===== config.mk =====
export PLATFORM = sky130hd
export DESIGN_NAME = digit_display_scan
export DESIGN_NICKNAME = d
export VERILOG_FILES = /design/src/rtl/disp_pkg.sv /design/src/rtl/seg7_decode.sv /design/src/rtl/digit_display_scan.sv
export SDC_FILE = /design/constraint.sdc
export NUM_CORES = 1
export LEC_CHECK = 0
export ABC_AREA = 1
export BUFFER_PORTS_ARGS = -buffer_cell sky130_fd_sc_hd__buf_2
export CAP_MARGIN = 20
export CORE_MARGIN = 2
export CORE_UTILIZATION = 58
export CTS_BUF_LIST = sky130_fd_sc_hd__clkbuf_4
export CTS_CLUSTER_SIZE = 16
export DETAILED_ROUTE_END_ITERATION = 16
export PLACE_DENSITY_LB_ADDON = 0.1
export REMOVE_ABC_BUFFERS = 1
export SYNTH_ARGS = -nofsm -noshare
export SYNTH_HDL_FRONTEND = slang
export SYNTH_SLANG_ARGS = --single-unit
export TNS_END_PERCENT = 50

===== constraint.sdc =====
create_clock -name clk -period 1.7 [get_ports clk]
set_clock_uncertainty 0.05 [all_clocks]
set_input_delay 0.085 -clock clk [delete_from_list [all_inputs] [get_ports clk]]
set_output_delay 0.085 -clock clk [all_outputs]
set_load 0.05 [all_outputs]

===== src/rtl/disp_pkg.sv =====
// Shared types and constants for the 4-digit multiplexed 7-segment display.
//   digit_t     : one BCD digit (values 10-15 show a dash)
//   seg_t       : active-low segments {g,f,e,d,c,b,a}
//   SEG_DASH    : only segment g lit
//   SEG_OFF     : all segments dark
//   ANODE_TBL   : active-low digit enable per scan index (index 0 = A = an[3])
package disp_pkg;

  typedef logic [3:0] digit_t;
  typedef logic [6:0] seg_t;

  localparam seg_t SEG_DASH = 7'b0111111;
  localparam seg_t SEG_OFF  = 7'b1111111;

  localparam logic [3:0] AN_OFF = 4'b1111;

  // Packed so entry [0] is the rightmost literal: index 0 enables A.
  localparam logic [3:0][3:0] ANODE_TBL = {4'b1110, 4'b1101, 4'b1011, 4'b0111};

endpackage


===== src/rtl/seg7_decode.sv =====
// Combinational BCD to 7-segment decoder.
//   digit_i : 4-bit value
//   seg_o   : active-low segments {g,f,e,d,c,b,a}; 10-15 decode to a dash
module seg7_decode
  import disp_pkg::*;
(
  input  digit_t digit_i,
  output seg_t   seg_o
);

  always_comb begin
    seg_o = SEG_DASH;
    unique case (digit_i)
      4'd0:    seg_o = 7'b1000000;
      4'd1:    seg_o = 7'b1111001;
      4'd2:    seg_o = 7'b0100100;
      4'd3:    seg_o = 7'b0110000;
      4'd4:    seg_o = 7'b0011001;
      4'd5:    seg_o = 7'b0010010;
      4'd6:    seg_o = 7'b0000010;
      4'd7:    seg_o = 7'b1111000;
      4'd8:    seg_o = 7'b0000000;
      4'd9:    seg_o = 7'b0010000;
      default: seg_o = SEG_DASH;
    endcase
  end

endmodule


===== src/rtl/digit_display_scan.sv =====
// Time-multiplexed scanner for a 4-digit common-anode 7-segment display.
// Parameters:
//   REFRESH_DIV  : clk cycles per digit slot (>= 2)
//   BLINK_FRAMES : full frames per blink half-period (>= 1)
// Ports:
//   clk, reset (synchronous, active-low)
//   A,B,C,D    : BCD digits, A leftmost; captured into shadow registers on load
//   dp_mask    : decimal-point enables, bit 3 = A .. bit 0 = D
//   blink_mask : per-digit blink request, same bit order
//   seg, dp, an: registered active-low segment, decimal point and digit enables
//   frame_done : one-cycle pulse after the last slot of each frame
// Build option: define DISP_BLINK_EN to build the blink counter/phase; without
// it blink_mask is ignored.
module digit_display_scan
  import disp_pkg::*;
#(
  parameter int unsigned REFRESH_DIV  = 50000,
  parameter int unsigned BLINK_FRAMES = 64
) (
  input  logic       clk,
  input  logic       reset,
  input  logic [3:0] A,
  input  logic [3:0] B,
  input  logic [3:0] C,
  input  logic [3:0] D,
  input  logic       load,
  input  logic [3:0] dp_mask,
  input  logic [3:0] blink_mask,
  output logic [6:0] seg,
  output logic       dp,
  output logic [3:0] an,
  output logic       frame_done
);

  localparam int CNT_W = $clog2(REFRESH_DIV);
  localparam logic [CNT_W-1:0] CNT_LAST = CNT_W'(REFRESH_DIV - 1);

  logic [CNT_W-1:0] cnt_q, cnt_d;
  logic [1:0]       idx_q, idx_d;
  digit_t [3:0]     shadow_q, shadow_d;
  seg_t             seg_q, seg_d;
  logic             dp_q, dp_d;
  logic [3:0]       an_q, an_d;
  logic             fd_q, fd_d;

  logic       tick;
  logic       frame_wrap;
  logic       blink_off;
  logic [1:0] mask_bit;
  seg_t       dec_seg;

  assign tick       = (cnt_q == CNT_LAST);
  assign frame_wrap = tick & (idx_q == 2'd3);
  // Masks are ordered A at bit 3, so digit k maps to bit 3-k == ~k.
  assign mask_bit   = ~idx_q;

  seg7_decode u_dec (
    .digit_i (shadow_q[idx_q]),
    .seg_o   (dec_seg)
  );

`ifdef DISP_BLINK_EN
  localparam int BLK_W = $clog2(BLINK_FRAMES + 1);
  localparam logic [BLK_W-1:0] BLK_LAST = BLK_W'(BLINK_FRAMES - 1);

  logic [BLK_W-1:0] bcnt_q, bcnt_d;
  logic             phase_q, phase_d;

  always_comb begin
    bcnt_d  = bcnt_q;
    phase_d = phase_q;
    if (frame_wrap) begin
      if (bcnt_q == BLK_LAST) begin
        bcnt_d  = '0;
        phase_d = ~phase_q;
      end else begin
        bcnt_d = bcnt_q + BLK_W'(1);
      end
    end
  end

  always_ff @(posedge clk) begin
    if (!reset) begin
      bcnt_q  <= '0;
      phase_q <= 1'b0;
    end else begin
      bcnt_q  <= bcnt_d;
      phase_q <= phase_d;
    end
  end

  assign blink_off = phase_q & blink_mask[mask_bit];
`else
  logic unused_blink;
  assign unused_blink = ^blink_mask;
  assign blink_off    = 1'b0;
`endif

  always_comb begin
    cnt_d    = tick ? '0 : cnt_q + CNT_W'(1);
    idx_d    = tick ? idx_q + 2'd1 : idx_q;
    shadow_d = load ? {D, C, B, A} : shadow_q;
    fd_d     = frame_wrap;
    // The tick edge drives one all-dark cycle so the old digit's segments
    // never flash on the newly selected anode.
    if (tick || blink_off) begin
      an_d  = AN_OFF;
      seg_d = SEG_OFF;
      dp_d  = 1'b1;
    end else begin
      an_d  = ANODE_TBL[idx_q];
      seg_d = dec_seg;
      dp_d  = ~dp_mask[mask_bit];
    end
  end

  always_ff @(posedge clk) begin
    if (!reset) begin
      cnt_q    <= '0;
      idx_q    <= '0;
      shadow_q <= '0;
      seg_q    <= SEG_OFF;
      dp_q     <= 1'b1;
      an_q     <= AN_OFF;
      fd_q     <= 1'b0;
    end else begin
      cnt_q    <= cnt_d;
      idx_q    <= idx_d;
      shadow_q <= shadow_d;
      seg_q    <= seg_d;
      dp_q     <= dp_d;
      an_q     <= an_d;
      fd_q     <= fd_d;
    end
  end

  assign seg        = seg_q;
  assign dp         = dp_q;
  assign an         = an_q;
  assign frame_done = fd_q;

endmodule


# Word level (Yosys, flattened, before mapping)
# Memory sizes are Yosys's and may differ from the RTL's. A register that Yosys moved wholly into a read port is not among the register bits.
# Cells that the tools add are included.
[classes]
bitwise_logic = 4
addsub = 2
muxes = 6
eq_ne = 2
n_reduce_logical = 1
magnitude_cmp = 2
[ops]
columns = ["op", "n"]
rows = [
  ["$add A16 B1 Y16 const B", 1],
  ["$bmux W4 S2", 2],
  ["$eq A16 B16 Y1 const B", 1],
  ["$mux W4", 2],
  ["$lt A2 B3 Y1 const B", 2],
  ["$add A2 B1 Y2 const B", 1],
  ["$bmux W1 S2", 1],
  ["$eq A2 B2 Y1 const B", 1],
  ["$not A1 Y1", 2],
  ["$not A2 Y2", 1],
  ["$reduce_or A2 Y1", 1],
  ["$and A1 B1 Y1", 1],
  ["$mux W1", 1],
]
[word_totals]
in_bits = 27
elab_cells = 27
memories = 1
romBits = 112
regBits = 40
[memory_table]
columns = ["name", "depth", "word_bits", "read_ports", "rd_clocked_by_memory_dff", "wr", "line", "text"]
rows = [
  ["(no name shown)", 16, 7, 1, 1, 0, "seg7_decode.sv:13", "unique case (digit_i)"],
]

# Logic depth before layout (Yosys ltp)
# Gate-level depths: netlist (run 1).
[logic_depth]
ltp_word = 4
mapped_depth = 11
depth_no_buf = 10

# Hierarchy
# From an unflattened synthesis (run 1), not the netlist that was laid out.
[unflattened]
cells_unflattened = 323
hier_area_um2 = 2280.9
[by_module_without_submodules]
columns = ["mod", "cells_per_inst", "instances", "area_per_inst_um2", "seq_area_each_um2"]
rows = [
  ["digit_display_scan", 288, 1, 2094.5, 940.9],
  ["seg7_decode", 35, 1, 186.4, 0.0],
]

# Worst setup path after synthesis (run 1)
# No wires, ideal clock.
[synth_path]
path_type = "reg2reg"
start = "reg idx_q[0]"
end = "reg seg_q[5], in the netlist seg[5]"
n_path_buf = 1
period_less_slack_ns = 1.560
setup_time_ns = 0.118
setup_slack_ns = 0.140
arrival_time_ns = 1.392
path_stages_with_launch = 12
cell_sequence = "dfxtp_1 -> inv_2 -> buf_6 -> nand2_1 -> nand3_1 -> nand2_1 -> inv_1 -> ha_1 -> inv_1 -> nand3_1 -> nand3_1 -> nand3_2"
[synth_between]
elab_chain_cells = 2
[synth_rtl]
columns = ["element", "line", "text"]
rows = [
  ["start, declared", "digit_display_scan.sv:39", "logic [1:0] idx_q, idx_d;"],
  ["start signal, assigned", "digit_display_scan.sv:128", "idx_q <= idx_d;"],
  ["$bmux W4 S2", "digit_display_scan.sv:58", ".digit_i (shadow_q[idx_q]),"],
  ["$mux W4 (implied by the code)", "digit_display_scan.sv:58", ""],
  ["end, declared", "digit_display_scan.sv:41", "seg_t seg_q, seg_d;"],
]
# No other way between the ends. The select of a mux whose other input is x is not followed.
# A chain may end at the register's enable or synchronous reset.

# Final worst setup path (run 1)
[layout_path]
start = "reg cnt_q[0]"
end = "reg seg_q[3], in the netlist seg[3]"
[layout_between]
elab_chain_cells = 2
[layout_rtl]
columns = ["element", "line", "text"]
rows = [
  ["start, declared", "digit_display_scan.sv:38", "logic [CNT_W-1:0] cnt_q, cnt_d;"],
  ["start signal, assigned", "digit_display_scan.sv:127", "cnt_q <= cnt_d;"],
  ["$eq A16 B16 Y1", "digit_display_scan.sv:52", "assign tick = (cnt_q == CNT_LAST);"],
  ["$reduce_or A2 Y1 (no source line)", "-", ""],
]
# No other way between the ends.

==> metrics.md, run 1 <==
| Metric | Value |
|---|---|
| Static Leak | `about 1.2 nW` |
| Layout cells sized above 1 | `20.1%` |
| First-pass GRT wire length | `8600 um` |
| Grt ovf | `0` |
| Yosys reg bits | `47` |
| DR iter-0 viols | `202` |
| CTS tree | `yes` |
| Routed Antenna Nets | `0` |
| Hold_ws | `-0.0106 ns` |
| Synth unique cells | `26` |
| CP max FO | `12` |
| Setup WS post-layout | `0.0919 ns` |
| Core Box Area | `3740 um2` |
| WL/cell | `between 10 and 15 um` |
| Die ar. | `4480 um2` |
| Synth-to-layout area growth | `21.6%` |
| CP Capture Type | `register` |
| Final Critical Period | `1.61 ns` |
| Fmax | `between 0.6 and 0.7 GHz` |
| Total Power | `1.98 mW` |
| Pre-CTS setup slack | `-0.153 ns` |
| Root Buffer | `clkbuf_4` |
| Crit path arrival time | `1.78 ns` |
| Die W | `66.9 um` |
| Design Area, Final | `2790 um2` |
| Max clock buf depth | `2` |
| Post-DP HPWL | `3440 um` |
| Dpl cell area | `around 2500 um2` |
| RR Startpoint | `cnt_q[0]` |
| Seq/Total Area, Yosys | `41.0%` |
| Worst Hold End | `dp` |
| Max_cap viols | `0` |
| RSZ-0062 raised after global routing | `false` |
| Hold Path Depth | `4` |
| Starting Density | `61.3%` |
| WL final | `4930 um` |
| Count of final setup violators | `0` |
| Worst hold path startpoint | `dp_mask[1]` |
| CTS buffer count | `5` |
| Crit start category | `register` |
| CTS sink count | `between 40 and 50` |
| Crit Path Class | `register to register` |
| Syn Inst Count | `316` |
| Failing checks | `hold timing` |
| Final period utilization | `94.6%` |
| Largest net degree at the start of global routing | `21` |
| Final hold violations | `1` |
| Ant diodes | `0` |
| Routed vias | `2140` |
| GP Congestion | `0.846` |
| Critical Path RT | `1.87 ns` |
| H-Tree Level Count | `2` |
| R2R setup slack | `slightly above 0.09 ns` |
| Initial antenna violation count | `0` |
| # nets final | `416` |
| Via-per-instance ratio | `5.02` |
| Post-Syn Area | `2300 um2` |
| Clock latency on the worst-skew pair | `0.36 ns` |
| I/O pin cnt | `40` |
| Critical R2R Capture | `seg[3]` |
| TNS Setup | `0 ns` |
| DIE HEIGHT | `66.9 um` |
| Worst vdd ir | `0.474 mV` |
| DR DRC count | `0` |
| Slew Viols, Final | `0` |
| Tightest Pin Transition | `0.502 ns` |
| Worst r2r path cells | `7` |
| Post-synthesis area per instance | `approximately 7.3 um2` |
| Count of input and output buffers | `35` |
| Yosys warns | `0` |
| Power density cells | `709 nW/um2` |
| Hold WC Path Type | `primary input to register` |
| Overall Global Routing Usage | `25.5%` |
| Slew HR | `between 60 and 70%` |
| Worst-path clk slew | `0.13 ns` |
| Status | `finished with violations` |
| Vias in the first global route | `2014` |
| Num rows | `22` |
| 1st-pass router iterations | `4` |
[timing repair]
item | 4_1_cts | 5_1_grt
resized for setup | 2 | 6
setup endpoints to repair | 12 | 3
pin swaps | 0 | 1
hold buffers | 18 | 0
buffers inserted | 0 | 0
endpoints found under the hold margin | 17 | 0
[synth_stat cells]
cell      instances  share of area [%]
a21oi_1           9                2.0
a22oi_1           1               0.33
buf_2             1               0.22
buf_4             1               0.33
buf_6             3                1.5
clkbuf_1          1               0.16
clkbuf_2          2               0.44
dfxtp_1          47                 41
ha_1             12                6.5
inv_1            25                4.1
inv_2             6               0.98
nand2_1          66                 11
nand2_2           5                1.4
nand2_4           2               0.98
nand3_1          31                6.8
nand3_2           6                2.6
nand3b_1          1               0.33
nand4_1           6                1.6
nor2_1           63                 10
nor2_2            1               0.27
nor2_4            2               0.98
nor4_1            1               0.27
o21ai_0          17                3.7
o21ai_1           1               0.22
xnor2_1           1               0.38
xor2_1            5                1.9
[worst max-delay path, cell delays in order (launching register included)]
cell and delay [ns]:
dfxtp_1 0.35, ha_1 0.20, nand2_1 0.13, nor2_4 0.05, nand3_1 0.09, nor2_1 0.06
nor2_2 0.39, nand3_1 0.15
[worst max-delay path by stage]
stage | to | slack, ns | depth (start not counted) | startpoint
global route | seg[3] | 0.001 | 7 | cnt_q[0]
global placement | seg[2] | -0.02 | 7 | cnt_q[0]
CTS | dp | 0.04 | 6 | idx_q[0]
detailed placement | seg[3] | -0.15 | 7 | cnt_q[0]
finish | seg[3] | 0.09 | 7 | cnt_q[0]
floorplan | seg[5] | -0.03 | 10 | idx_q[0]
[layout make-up]
| class | count | area [um2] |
|---|---|---|
| inverters | 31 | 121 |
| fillers | 311 | 951 |
| repair buffers | 62 | 428 |
| clock buffers | 6 | 45.0 |
| multi-input cells | 230 | 1190 |
| clock inverters | 2 | 7.51 |
| flip-flops and latches | 47 | 945 |
| well taps | 48 | 60.1 |
[power breakdown]
| group | switching (mW) | total, mW | internal (mW) |
|---|---|---|---|
| Sequential | 0.0213 | 1.17 | 1.15 |
| Clock | 0.339 | 0.509 | 0.170 |
| Combinational | 0.187 | 0.299 | 0.112 |
[per-stage QoR]
step | std cells | util [%]
after floorplan | 308 | -
after global placement | 401 | 68.0
after detailed placement | 401 | 68.0
after CTS | 427 | 74.3
after global routing | 426 | 74.6
final | 426 | 74.6
[logic make-up (layout without fill, tap and decap cells)]
kind of cell | count (synthesis) | in the layout | synth area share, %
AOI/OAI and AO/OA | 28 | 28 | 6.21
xor gates and xnor gates | 6 | 6 | 2.29
buffers and inverters | 39 | 101 | 7.68
adders and majority gates | 12 | 12 | 6.54
DFF | 47 | 47 | 41.0
and+or+nand+nor | 184 | 184 | 36.3
[cell usage in the layout (no fill, tap or decap)]
master | synthesis | layout
dlygate4sd3_1 | 0 | 17
a21oi_1 | 9 | 9
inv_6 | 0 | 1
nand2_4 | 2 | 2
a22oi_2 | 0 | 1
buf_4 | 1 | 8
nand3_1 | 31 | 31
clkbuf_4 | 0 | 6
xnor2_1 | 1 | 1
clkinv_1 | 0 | 2
dfxtp_1 | 47 | 46
inv_1 | 25 | 25
nor2_2 | 1 | 2
inv_2 | 6 | 5
nand3b_1 | 1 | 1
nor2_4 | 2 | 2
nand2_2 | 5 | 5
dfxtp_4 | 0 | 1
o21ai_0 | 17 | 17
buf_2 | 1 | 35
nor4_1 | 1 | 1
ha_1 | 12 | 12
nand2_1 | 66 | 66
nand4_1 | 6 | 6
xor2_1 | 5 | 5
o21ai_1 | 1 | 1
nor2_1 | 63 | 62
buf_6 | 3 | 2
nand3_2 | 6 | 6
[registers in the layout, summed over array words and instances (netlist names)]
signal and cells:
idx_q 2, frame_done 1, seg 7, an 4, shadow_q 16, dp 1
cnt_q 16
[layer usage]
metal	vias to the layer above	share of wire (%)	track usage [%]
met2	57	44	42.8
met3	6	5.3	4.22
li1	1127	-	-
met4	0	1.7	9.95
met1	950	49	32.6
met5	-	0	0
No activity file was read; power rests on OpenSTA's default activity.
==> run 2: changes to the inputs <==
--- a/config.mk
+++ b/config.mk
@@ -17,5 +17,6 @@
 export REMOVE_ABC_BUFFERS = 1
 export SYNTH_ARGS = -nofsm -noshare
 export SYNTH_HDL_FRONTEND = slang
+export SYNTH_HIERARCHICAL = 1
 export SYNTH_SLANG_ARGS = --single-unit
 export TNS_END_PERCENT = 50
==> run 2 against run 1 <==
The flow finishes with violations (setup timing). Combinational power is 24% higher. Largest power group unchanged. First-iteration DRC count increased by 57%. Wire length increased by 42%. Highest routed layer unchanged. Count of clock-buffer cells in the layout did not move. Critical path type unchanged. Die area fell by 0.61%. Critical path depth rose by 3.
==> metrics.md, run 2 <==
| Metric | Value |
|---|---|
| Status | `finished with violations` |
| Failing checks | `setup timing` |
| Post-synthesis area per instance | `7.06 um2 (-2.8%)` |
| TNS Setup | `-0.154 ns (-0.154 ns)` |
| Overall Global Routing Usage | `24.0% (-1.6 points)` |
| Top Usage Layer GRT | `met2` |
| Static Leak | `1.31 nW (+5.7%)` |
| Top-count cell post-synth | `nor2_1` |
| Design Area, Final | `3100 um2 (+11%)` |
| Crit start category | `register` |
| R2R setup slack | `-0.05 ns (-0.14 ns)` |
| Filler cells | `242 (-22%)` |
| CTS buffer count | `5 (unchanged)` |
| Synth unique cells | `28 (+7.7%)` |
| H-Tree Level Count | `2 (unchanged)` |
| Most common cell after layout, fill and taps aside | `nor2_1` |
| Core Box Area | `3720 um2 (-0.74%)` |
| Worst-path clk slew | `0.13 ns (about the same)` |
| Vias in the first global route | `1927 (-4.3%)` |
| Delay-heaviest family, CP | `simple AND/OR/NAND/NOR gates` |
| Hold_ws | `0.00380 ns (+0.0144 ns)` |
| Reg power frac | `57.1% (-2.1 points)` |
| RSZ-0062 raised after global routing | `true` |
| Tightest Pin Transition | `0.477 ns (-0.0252 ns)` |
| Grt met3 use | `4.05% (-0.17 points)` |
| Initial antenna violation count | `0 (unchanged)` |
| # nets final | `430 (+3.4%)` |
| DIE HEIGHT | `66.7 um (-0.31%)` |
| Routed Antenna Nets | `0 (unchanged)` |
| Slew HR | `68.1% (+1.7 points)` |
| Hold WC Path Type | `primary input to register` |
| First-pass GRT wire length | `8200 um (-4.6%)` |
| Seq/Total Area, Yosys | `41.3% (+0.27 points)` |
| Max stage delay on crit path | `0.45 ns (+0.06 ns)` |
| Ant diodes | `0 (unchanged)` |
| Final hold violations | `0 (-1)` |
| Post-synth EDFFs | `0 (unchanged)` |
| Internal Pwr Total | `1.47 mW (+2.6%)` |
| Crit Path Class | `register to register` |
| WL/cell | `15.9 um (+37%)` |
| GP Congestion | `0.906 (+7.1%)` |
| Slew Viols, Final | `0 (unchanged)` |
| CP max FO | `8 (-4)` |
| Grt ovf | `0 (unchanged)` |
| CTS tree | `yes` |
| DR iter-0 viols | `318 (+57%)` |
| I/O pin cnt | `40 (unchanged)` |
| Critical Path RT | `1.91 ns (+0.04 ns)` |
| Synth-to-layout area growth | `35.7%` |
| Count of input and output buffers | `35 (unchanged)` |
| Starting Density | `61.4% (about the same)` |
| Count of final setup violators | `5 (+5)` |
| Yosys warns | `6 (+6)` |
| GR Layer Usage met2 | `41.1% (-1.6 points)` |
| Power density cells | `670 nW/um2 (-5.5%)` |
| Setup WS post-layout | `-0.0512 ns (-0.143 ns)` |
| Final period utilization | `103% (+8.4 points)` |
| Clock latency on the worst-skew pair | `0.36 ns (about the same)` |
| Asr flop ratio synth | `0% (unchanged)` |
| Crit path arrival time | `1.96 ns (+0.18 ns)` |
| Dpl cell area | `2570 um2 (+1.0%)` |
| Net switching share of the total power | `29.1% (+1.4 points)` |
| 1st-pass router iterations | `5 (+1)` |
| Via-per-instance ratio | `5.60 (+11%)` |
| Net switching power | `0.603 mW (+10%)` |
| Die ar. | `4450 um2 (-0.61%)` |
| Ys flop type | `dfxtp_1` |
| Final Critical Period | `1.75 ns (+0.143 ns)` |
| Yosys top cell by area | `dfxtp_1` |
| Final Util | `83.3% (+8.7 points)` |
| Die W | `66.7 um (-0.31%)` |
| Syn Inst Count | `323 (+2.2%)` |
| DR DRC count | `0 (unchanged)` |
| Max_cap viols | `0 (unchanged)` |
| Largest net degree at the start of global routing | `26 (+24%)` |
| Yosys reg bits | `47 (unchanged)` |
| Worst vdd ir | `0.538 mV (+14%)` |
| Max clock buf depth | `2 (unchanged)` |
| WL final | `7010 um (+42%)` |
| Top-area cell type share of the netlist area | `41.3% (+0.27 points)` |
| Layout cells sized above 1 | `28.0% (+7.9 points)` |
| Critical path's slowest cell | `dfxtp_4` |
| Crit-path cells | `inv_8, o21ai_4, o22ai_4, buf_6, ha_4, inv_2, nand2_2, nand2_1, nor2_1, or2_2` |
| Routed vias | `2469 (+15%)` |
| Post-DP HPWL | `3510 um (+2.1%)` |
| Most frequent cells in the layout | `nor2_1 (75), nand2_1 (51), dfxtp_1 (45)` |
| CTS sink count | `47 (unchanged)` |
| CP bufs+invs | `3 (+3)` |
| Fmax | `0.571 GHz (-8.2%)` |
| CP Capture Type | `register` |
| Met1 Resource Use GR | `31.1% (-1.5 points)` |
| Num rows | `22 (unchanged)` |
| Post-Syn Area | `2280 um2 (-0.65%)` |
| Clock Power Share | `24.9% (-0.8 points)` |
| Logic pwr share | `17.9% (+2.8 points)` |
| Most frequent cells after synthesis | `nor2_1 (81), nand2_1 (54), dfxtp_1 (47)` |
| Root Buffer | `clkbuf_4` |
| Area contributors post-synth | `dfxtp_1 (41%), nor2_1 (13%), nand2_1 (8.9%)` |
-- run 2: cell types whose count changed after synthesis, moves of 5 or more --
cell      delta
nor2_1      +18
nand2_1     -12
o21ai_0     +10
nand3_1      -6
clkbuf_1     +5
or2_1        +5
-- run 2: kinds of logic after synthesis --
logic type / after synthesis / share of synthesized area [%]
DFF: 47 / 41.3
and+or+nand+nor: 180 / 34.2
xor gates and xnor gates: 5 / 1.92
AOI/OAI and AO/OA: 42 / 9.76
buffers and inverters: 38 / 6.80
adders and majority gates: 11 / 6.03
-- run 2: area by class of cell --
type	instances	area [um2]	share of cell area, %
multi-input combinational	238	1410	45.5
sequential	47	948	30.6
timing repair buffer	70	500	16.2
inverter	30	126	4.08
tap	48	60.1	1.94
clock buffer	6	45.0	1.46
clock inverter	2	7.51	0.243
-- run 2: repair_timing --
| action | CTS | global route |
|---|---|---|
| endpoints found under the hold margin | 16 | 0 |
| gates resized for setup | 19 | 52 |
| setup buffers | 3 | 3 |
| hold buffers | 16 | 0 |
| endpoints found under the setup margin | 7 | 7 |
| pin swaps | 5 | 16 |
-- run 2: per-layer routing --
metal / share of wire, % / wire length (um)
met1: 38 / 2690
met2: 48 / 3380
met3: 8.7 / 613
met4: 4.6 / 323
met5: 0 / 0
-- run 2: final timing paths --
path	start	endpoint	cells after the start
worst max-delay path	idx_q[0]	seg[6]	10
worst min-delay path	dp_mask[2]	dp	4
worst max register to register	idx_q[0]	seg[6]	10
worst min register to register	cnt_q[0]	cnt_q[0]	1
-- run 2: power groups by stage --
stage / Clock, mW / Combinational (mW) / Sequential [mW]
after floorplan: 0 / 0.110 / 1.26
after global placement: 0 / 0.258 / 1.20
after detailed placement: 0 / 0.264 / 1.20
after CTS: 0.507 / 0.304 / 1.18
after global routing: 0.553 / 0.400 / 1.19
final: 0.517 / 0.372 / 1.18
-- run 2: worst min-delay path: cells and delay by family --
kind | cells | cell delay (ns)
and+or+nand+nor | 2 | 0.14
buffers and inverters | 1 | 0.10
AOI/OAI and AO/OA | 1 | 0.07
-- run 2: through the flow --
step           total power [mW]  cells  setup slack, ns
4_1_cts                    1.99    438          0.00992
3_5_place_dp               1.47    411           -0.218
5_1_grt                    2.14    441           -0.171
3_3_place_gp               1.46    411           -0.125
2_1_floorplan              1.37    315           -0.307
6_report                   2.07    441          -0.0512
